$ cat config.mk
export PLATFORM = sky130hd
export DESIGN_NAME = fetch_prefetch
export DESIGN_NICKNAME = d
export VERILOG_FILES = /design/src/rtl/fetch_prefetch_pkg.sv /design/src/rtl/fetch_fifo.sv /design/src/rtl/fetch_prefetch.sv
export SDC_FILE = /design/constraint.sdc
export NUM_CORES = 1
export LEC_CHECK = 0
export BUFFER_PORTS_ARGS = -buffer_cell sky130_fd_sc_hd__buf_2
export CORE_MARGIN = 4
export CORE_UTILIZATION = 39
export DETAILED_ROUTE_END_ITERATION = 10
export SLEW_MARGIN = 20
export SYNTH_ARGS = -nofsm -noshare
export SYNTH_HDL_FRONTEND = slang
export SYNTH_SLANG_ARGS = --single-unit
$ cat constraint.sdc
create_clock -name clock -period 2.3 [get_ports clock]
set_input_delay 0.46 -clock clock [delete_from_list [all_inputs] [get_ports clock]]
set_output_delay 0.46 -clock clock [all_outputs]
set_load 0.03 [all_outputs]
$ cat src/rtl/fetch_prefetch_pkg.sv
// Shared defaults for the instruction prefetch slice.
// Parameter defaults live here so every user agrees on them.
package fetch_prefetch_pkg;

    localparam int PC_W_DEF       = 16;
    localparam int INST_W_DEF     = 16;
    localparam int INST_BYTES_DEF = 2;
    localparam int DEPTH_DEF      = 4;
    localparam int RESET_PC_DEF   = 0;

endpackage

$ cat src/rtl/fetch_fifo.sv
// Prefetch queue: DEPTH entries of {pc, instruction}.
// Synchronous flush wins over push and pop.
import fetch_prefetch_pkg::*;

module fetch_fifo #(
    parameter int DEPTH = DEPTH_DEF,
    parameter int W     = PC_W_DEF + INST_W_DEF,
    parameter int CW    = $clog2(DEPTH) + 1
) (
    input  logic          clock,
    input  logic          resetn,
    input  logic          flush_i,
    input  logic          push_i,
    input  logic [W-1:0]  wdata_i,
    input  logic          pop_i,
    output logic [W-1:0]  rdata_o,
    output logic [CW-1:0] count_o,
    output logic          full_o,
    output logic          empty_o
);
    localparam int AW = $clog2(DEPTH);

    logic [W-1:0]  mem_q [DEPTH];
    logic [AW-1:0] wr_q, wr_d;
    logic [AW-1:0] rd_q, rd_d;
    logic [CW-1:0] cnt_q, cnt_d;
    logic          do_push, do_pop;

    assign full_o  = (cnt_q == CW'(DEPTH));
    assign empty_o = (cnt_q == '0);
    assign count_o = cnt_q;
    assign rdata_o = mem_q[rd_q];
    assign do_push = push_i & ~full_o;
    assign do_pop  = pop_i & ~empty_o;

    always_comb begin
        wr_d  = wr_q;
        rd_d  = rd_q;
        cnt_d = cnt_q;
        if (flush_i) begin
            wr_d  = '0;
            rd_d  = '0;
            cnt_d = '0;
        end else begin
            if (do_push) wr_d = wr_q + 1'b1;
            if (do_pop)  rd_d = rd_q + 1'b1;
            unique case ({do_push, do_pop})
                2'b10:   cnt_d = cnt_q + 1'b1;
                2'b01:   cnt_d = cnt_q - 1'b1;
                default: cnt_d = cnt_q;
            endcase
        end
    end

    always_ff @(posedge clock or negedge resetn) begin
        if (!resetn) begin
            wr_q  <= '0;
            rd_q  <= '0;
            cnt_q <= '0;
            for (int i = 0; i < DEPTH; i++) mem_q[i] <= '0;
        end else begin
            wr_q  <= wr_d;
            rd_q  <= rd_d;
            cnt_q <= cnt_d;
            if (do_push && !flush_i) mem_q[wr_q] <= wdata_i;
        end
    end

endmodule

$ cat src/rtl/fetch_prefetch.sv
// Instruction prefetcher: PC sequencing, read issue and squash
// control in front of a small queue of fetched instructions.
import fetch_prefetch_pkg::*;

module fetch_prefetch #(
    parameter int PC_W       = PC_W_DEF,
    parameter int INST_W     = INST_W_DEF,
    parameter int INST_BYTES = INST_BYTES_DEF,
    parameter int DEPTH      = DEPTH_DEF,
    parameter int RESET_PC   = RESET_PC_DEF
) (
    input  logic              clock,
    input  logic              resetn,
    output logic              imem_ren,
    output logic [PC_W-1:0]   imem_raddr,
    input  logic [INST_W-1:0] imem_rdata,
    input  logic              redir_valid,
    input  logic              redir_taken,
    input  logic [PC_W-1:0]   redir_target,
    output logic              inst_valid,
    input  logic              inst_ready,
    output logic [INST_W-1:0] inst_data,
    output logic [PC_W-1:0]   inst_pc
);
    localparam int SH = $clog2(INST_BYTES);
    localparam int CW = $clog2(DEPTH) + 1;
    localparam int EW = PC_W + INST_W;

    logic [PC_W-1:0] pc_q, pc_d;
    logic [PC_W-1:0] ipc_q, ipc_d;
    logic            infl_q, infl_d;
    logic            redirect, issue, push, pop;
    logic            full, empty;
    logic [CW-1:0]   count;
    logic [CW:0]     occ;
    logic [EW-1:0]   head;

    // In-flight read reserves a slot so a stalled consumer cannot overflow.
    assign redirect = redir_valid & redir_taken;
    assign occ      = {1'b0, count} + {{CW{1'b0}}, infl_q};
    assign issue    = ~redirect & ~full & (occ < (CW+1)'(DEPTH));
    assign push     = infl_q & ~redirect;

    assign inst_valid = ~empty & ~redirect;
    assign pop        = inst_valid & inst_ready;
    assign inst_data  = head[INST_W-1:0];
    assign inst_pc    = head[EW-1:INST_W];

    assign imem_ren   = issue;
    assign imem_raddr = pc_q >> SH;

    always_comb begin
        pc_d   = pc_q;
        ipc_d  = ipc_q;
        infl_d = issue;
        if (redirect) begin
            pc_d = redir_target;
        end else if (issue) begin
            pc_d  = pc_q + PC_W'(INST_BYTES);
            ipc_d = pc_q;
        end
    end

    always_ff @(posedge clock or negedge resetn) begin
        if (!resetn) begin
            pc_q   <= PC_W'(RESET_PC);
            ipc_q  <= '0;
            infl_q <= 1'b0;
        end else begin
            pc_q   <= pc_d;
            ipc_q  <= ipc_d;
            infl_q <= infl_d;
        end
    end

    fetch_fifo #(
        .DEPTH (DEPTH),
        .W     (EW),
        .CW    (CW)
    ) u_fifo (
        .clock   (clock),
        .resetn  (resetn),
        .flush_i (redirect),
        .push_i  (push),
        .wdata_i ({ipc_q, imem_rdata}),
        .pop_i   (pop),
        .rdata_o (head),
        .count_o (count),
        .full_o  (full),
        .empty_o (empty)
    );

endmodule

# After elaboration in Yosys (flattened, before gate mapping)
# Cells that the tools add are included.
totals:
  register_bits: 168
  input_bits: 37
  out_inout_bits: 50
  elab_cells: 59
op_classes:
  n_addsub: 6
  order_cmp: 4
  eq_ne: 3
  mux: 14
  bitwise: 13
  reduce_logical: 9
op_table:
  columns: ["cell", "count"]
  rows:
  - ["bitwise mux 128 bit", 1]
  - ["two-way mux 32 bit", 3]
  - ["binary-select mux 32 bit (select 2 bit)", 1]
  - ["demux 32 bit (select 2 bit)", 1]
  - ["two-way mux 16 bit", 2]
  - ["adder 16 x 2 -> 16 bit (second input constant)", 1]
  - ["AND 1 bit", 8]
  - ["two-way mux 2 bit", 4]
  - ["greater-or-equal comparator 3 bit (second input constant)", 2]
  - ["NOT 2 -> 3 bit", 2]
  - ["one-hot mux 3 bit (2 select lines)", 1]
  - ["nonzero test 2 bit", 3]
  - ["adder 2 x 1 -> 2 bit (second input constant)", 2]
  - ["adder 3 x 1 -> 4 bit", 1]
  - ["< comparator 4 x 3 -> 1 bit (second input constant)", 1]
  - ["adder 3 x 1 -> 3 bit (second input constant)", 1]
  - ["equality test 3 bit (second input constant)", 1]
  - ["logical NOT 3 bit", 1]
  - ["< comparator 3 x 1 -> 1 bit (second input constant)", 1]
  - ["two-way mux 3 bit", 1]
  - ["NOT 1 bit", 3]
  - ["nonzero test 3 bit", 1]
  - ["subtractor 3 x 1 -> 3 bit (second input constant)", 1]
  - ["equality test 2 x 1 -> 1 bit (second input constant)", 1]
  - ["other kinds (4)", 5]

# Logic depth before layout (Yosys ltp)
logic_depth:
  word_depth: 8
  mapped_depth: 9
  ltp_nobuf: 8

# Cells and area by module
# A second synthesis with hierarchy kept.
unflattened:
  hier_cells: 571
  area_unflattened_um2: 7956.4
modules_own_cells:
  columns: ["module", "instances", "cells_per_inst", "area_each_um2", "seq_area_each_um2"]
  rows:
  - ["fetch_fifo", 1, 375, 6231.0, 3378.2]
  - ["fetch_prefetch", 1, 196, 1725.4, 825.8]

# Worst setup path before layout
# OpenSTA, ideal clock, no wires.
synth_timing:
  path_type: "register to output"
  startpoint: "register u_fifo.rd_q[0]"
  endpoint: "output port inst_data[10]"
  arrival_time_ns: 1.587
  t_required_ns: 1.840
  slack_ns: 0.253
  path_stages_with_launch: 4
  path_buffers: 2
  path_cell_list: "dfrtp_1 -> clkbuf_1 -> buf_2 -> mux4_2"
synth_via:
  elab_chain_len: 4
synth_lines:
  columns: ["element", "line", "text"]
  rows:
  - ["from (decl)", "fetch_fifo.sv:25", "logic [AW-1:0] rd_q, rd_d;"]
  - ["from (signal assigned)", "fetch_fifo.sv:63", "rd_q <= rd_d;"]
  - ["NOT 2 -> 3 bit (implied by the code)", "fetch_fifo.sv:32", "assign rdata_o = mem_q[rd_q];"]
  - ["binary-select mux 32 bit (select 2 bit)", "fetch_fifo.sv:32", null]
  - ["two-way mux 32 bit (implied by the code) (2 in series)", "fetch_fifo.sv:32", null]
  - ["to (decl)", "fetch_prefetch.sv:22", "output logic [INST_W-1:0] inst_data,"]
# No other way between the ends. The select of a mux whose other input is x is not followed.

# Worst setup path in the final report
layout_timing:
  startpoint: "register u_fifo.rd_q[0]"
  endpoint: "output port inst_pc[6]"
layout_via:
  elab_chain_len: 4
layout_lines:
  columns: ["element", "line", "text"]
  rows:
  - ["NOT 2 -> 3 bit (implied by the code)", "fetch_fifo.sv:32", null]
  - ["binary-select mux 32 bit (select 2 bit)", "fetch_fifo.sv:32", null]
  - ["two-way mux 32 bit (implied by the code) (2 in series)", "fetch_fifo.sv:32", null]
  - ["to (decl)", "fetch_prefetch.sv:23", "output logic [PC_W-1:0] inst_pc"]
# No other way between the ends. The select of a mux whose other input is x is not followed.

==> results.md <==
- Reg2Reg Depth: 6
- Worst hold endpoint: pc_q[0]
- IO Pins: 87
- Ant. Diodes: 0
- Logic pwr share: 47.9%
- Power per cell area: between 1500 and 2000 nW/um^2
- Leak Pwr: 4.55 nW
- Top cell type by total area after synthesis: dfrtp_1
- Port Buffers: 85
- Internal power: 0.00981 W
- Initial Util: 39.8%
- Final hold vios: 0
- HPWL Detailed: 11400 um
- DRC: 0
- CTS tree: done
- Clk_skew: 0.00703 ns
- Slowest CP cell: mux4_2
- Via count: 4683
- Core area: 21100 um^2
- Critical path class: reg2out
- Worst path arrival time: 1.86 ns
- Chip width: 155 um
- Final RePlAce weighted congestion: 0.842
- Launching point of the worst reg2reg path: u_fifo.count_o[1]
- Critical path buffer and inverter count: 2
- Vias per Instance: around 5.2
- Vias in the first global route: 5221
- Setup crit start kind: register
- Sequential share of the synthesized area: 50.1%
- Global-route usage over all layers: 15.4%
- RSZ-0062 raised after global routing: yes
- Ys async rst share: 100%
- Syn Area/Cell: 15.6 um^2
- Share of cells above drive strength 1: 51.1%
- Final Max Tran Viols: 0
- CP delay by family, top: multiplexers
- Yosys reg bits: ~170
- Critical R2R Capture: u_fifo.count_o[1]
- Initial antenna violation count: 0
- Clk_lat worst skew: 0.43 ns
- Routed wire length per instance: 19.2 um
- Global-route wire length before repair: 29000 um
- Clock Pin Slew Worst Setup and Hold Paths: 0.06 ns
- CP Capture Type: primary output
- TritonCTS Buffers: 17
- Cell Rows: 53
- Worst path cell trace: buf_12 > mux4_2 > buf_6
- Mapped Cells: 538
- Post-Route WL: 17500 um
- Most common flop cell mapped by yosys: dfrtp_1
- # clock sinks: 168
- 1st-pass router iterations: 4
- Synth cell types: slightly above 50
- Syn nets: 581
- Hold depth: 3
- Top-area cell type share of the netlist area: 50.1%
- Worst EP required: 1.84 ns
- Max incr delay on CP: 0.59 ns
- Worst-case clock buffer depth: 2
- R2R setup slack: around 0.27 ns
- Min-Delay Path Class: in2reg
- Fin Setup TNS: -0.0402 ns
- Largest net degree at the start of global routing: 51
- Synth-to-Final Area Change: 14.7%
- Drt first-iter violations: around 270
- Fmax: 430 MHz
- HP Start: redir_target[0]
- Synth area leaders: dfrtp_1 50%, mux2_4 21%, mux4_2 8.6%
- Htree depth: 4
- Synthesized cell area: 8390 um^2
- Final net count: ~660
- Clock share of power: between 10% and 20%
- Minimum clock period: 2.32 ns
- Switching pwr: 0.00569 W
- Crit path max fanout: 12
- Hold slack: 0.230 ns
- CTS Root Cell: clkbuf_16
- Number of enable flip-flop cells after synthesis: 0
- Failing checks: setup timing
- Final setup fails: 4
- YS warnings: 0
- Die height: around 150 um
- Final Cycle Share: 101%
- Number of max-cap violations: 0
- Die area: 23900 um^2
- Post-route ant nets: 0
- Grt total ovfl: 0
- Peak VDD IR: 0.000767 V
- Final Worst Setup Slack: -0.0230 ns
- Sequential power share: 35.1%
- Status: complete, but fails checks
- Switch share: around 37%
[through the flow]
| stage | std cells | cell area, um^2 | util [%] | setup slack [ns] | power (W) |
|---|---|---|---|---|---|
| global route | 909 | 9620 | 45.6 | -0.0879 | 0.0164 |
| finish | 909 | 9620 | 45.6 | -0.0230 | 0.0155 |
| CTS | 905 | 9570 | 45.4 | -0.0426 | 0.0156 |
| global placement | 872 | 8980 | 42.6 | 0.352 | 0.0125 |
| detailed placement | 872 | 8980 | 42.6 | 0.221 | 0.0128 |
| floorplan | 538 | 8390 | - | 0.253 | 0.0111 |
[sequential cells by signal, indices dropped and copies added (netlist names)]
name	flops
u_fifo.wr_q	2
u_fifo.rd_q	2
pc_q	16
ipc_q	16
u_fifo.count_o	3
u_fifo.mem_q	128
infl_q	1
[metal layers]
layer | part of all wire, % | track usage [%] | vias to the layer above
met5 | 0 | 0 | -
met4 | 0.86 | 3.70 | 0
met3 | 4.2 | 3.81 | 12
met2 | 47 | 23.6 | 129
met1 | 48 | 22.1 | 2441
li1 | - | - | 2101
[synthesized netlist by cell type, drive strengths merged (2+ instances only)]
cell	instances
inv	6
clkbuf	11
or3b	2
dfrtp	168
o31ai	2
nand4	6
nand2	32
and3	5
mux4	32
nor3	2
o221ai	2
nand3	7
and2	3
nor2	14
o21ai	16
xnor2	2
or3	3
buf	38
ha	5
mux2	141
a21oi	3
a31oi	7
o22ai	2
xor2	9
nand2b	3
[power by group through the flow]
stage          Clock (W)  Combinational [W]  Sequential (W)
2_1_floorplan          0            0.00613         0.00501
3_3_place_gp           0            0.00718         0.00533
3_5_place_dp           0            0.00733         0.00543
4_1_cts          0.00271            0.00748         0.00542
5_1_grt          0.00283            0.00792         0.00563
6_report         0.00263            0.00743         0.00544
[how the worst max path moves through the flow]
| stage | depth (start not counted) | startpoint | to | slack, ns |
|---|---|---|---|---|
| 2_1_floorplan | 3 | u_fifo.rd_q[0] | inst_data[10] | 0.25 |
| 3_3_place_gp | 6 | u_fifo.count_o[1] | u_fifo.count_o[1] | 0.35 |
| 3_5_place_dp | 6 | redir_valid | u_fifo.count_o[1] | 0.22 |
| 4_1_cts | 3 | u_fifo.rd_q[0] | inst_pc[6] | -0.04 |
| 5_1_grt | 3 | u_fifo.rd_q[0] | inst_pc[6] | -0.09 |
| 6_report | 3 | u_fifo.rd_q[0] | inst_pc[6] | -0.02 |
[what timing repair did]
item,in CTS,in global routing
hold buffers,1,0
cloned,0,1
pin swaps,1,1
endpoints found under the hold margin,46,0
endpoints found under the setup margin,14,29
setup buffers,0,3
gates resized for setup,11,2
[worst register-to-register path, delay by kind of cell (launching register included)]
family / cells / cell delay (ns)
AO/OA/AOI/OAI: 3 / 0.57
adder cells (fa/ha/maj): 1 / 0.52
flip-flops: 1 / 0.44
AND/OR/NAND/NOR: 2 / 0.39
[logic make-up (layout without fill, tap and decap cells)]
kind of cell	Yosys count	in the layout	synth area share, %
AOI/OAI and AO/OA	41	41	3.27
adders and majority gates	6	6	0.985
muxes	174	174	33.0
other	1	1	0.0447
buffers and inverters	55	151	5.74
DFF	168	168	50.1
and+or+nand+nor	82	82	5.67
xor gates and xnor gates	11	11	1.15
[final cells by class]
type / count / area [um^2]
Multi-Input combinational cell: 315 / 3700
Clock buffer: 21 / 470
Sequential cell: 168 / 4210
Timing Repair Buffer: 113 / 803
Clock inverter: 11 / 75.1
Fill cell: 1877 / 11500
Inverter: 6 / 22.5
Tap cell: 275 / 344
[placed cells by master (no fill, tap or decap), drive strengths merged, types with 2 or more instances in the layout]
| cell type | synthesis | layout |
|---|---|---|
| xor2 | 9 | 9 |
| clkinv | 0 | 6 |
| nand4 | 6 | 6 |
| o21ai | 16 | 16 |
| mux2 | 141 | 141 |
| or3b | 2 | 2 |
| buf | 38 | 110 |
| nand2 | 32 | 32 |
| nor2 | 14 | 14 |
| mux4 | 32 | 32 |
| o221ai | 2 | 2 |
| and3 | 5 | 5 |
| o31ai | 2 | 2 |
| clkinvlp | 0 | 5 |
| nor3 | 2 | 2 |
| ha | 5 | 5 |
| inv | 6 | 6 |
| a31oi | 7 | 7 |
| a21oi | 3 | 3 |
| nand2b | 3 | 3 |
| nand3 | 7 | 7 |
| clkbuf | 11 | 23 |
| xnor2 | 2 | 2 |
| o22ai | 2 | 2 |
| and2 | 3 | 3 |
| dfrtp | 168 | 168 |
| or3 | 3 | 3 |
Power figures use the tool's default switching activity.
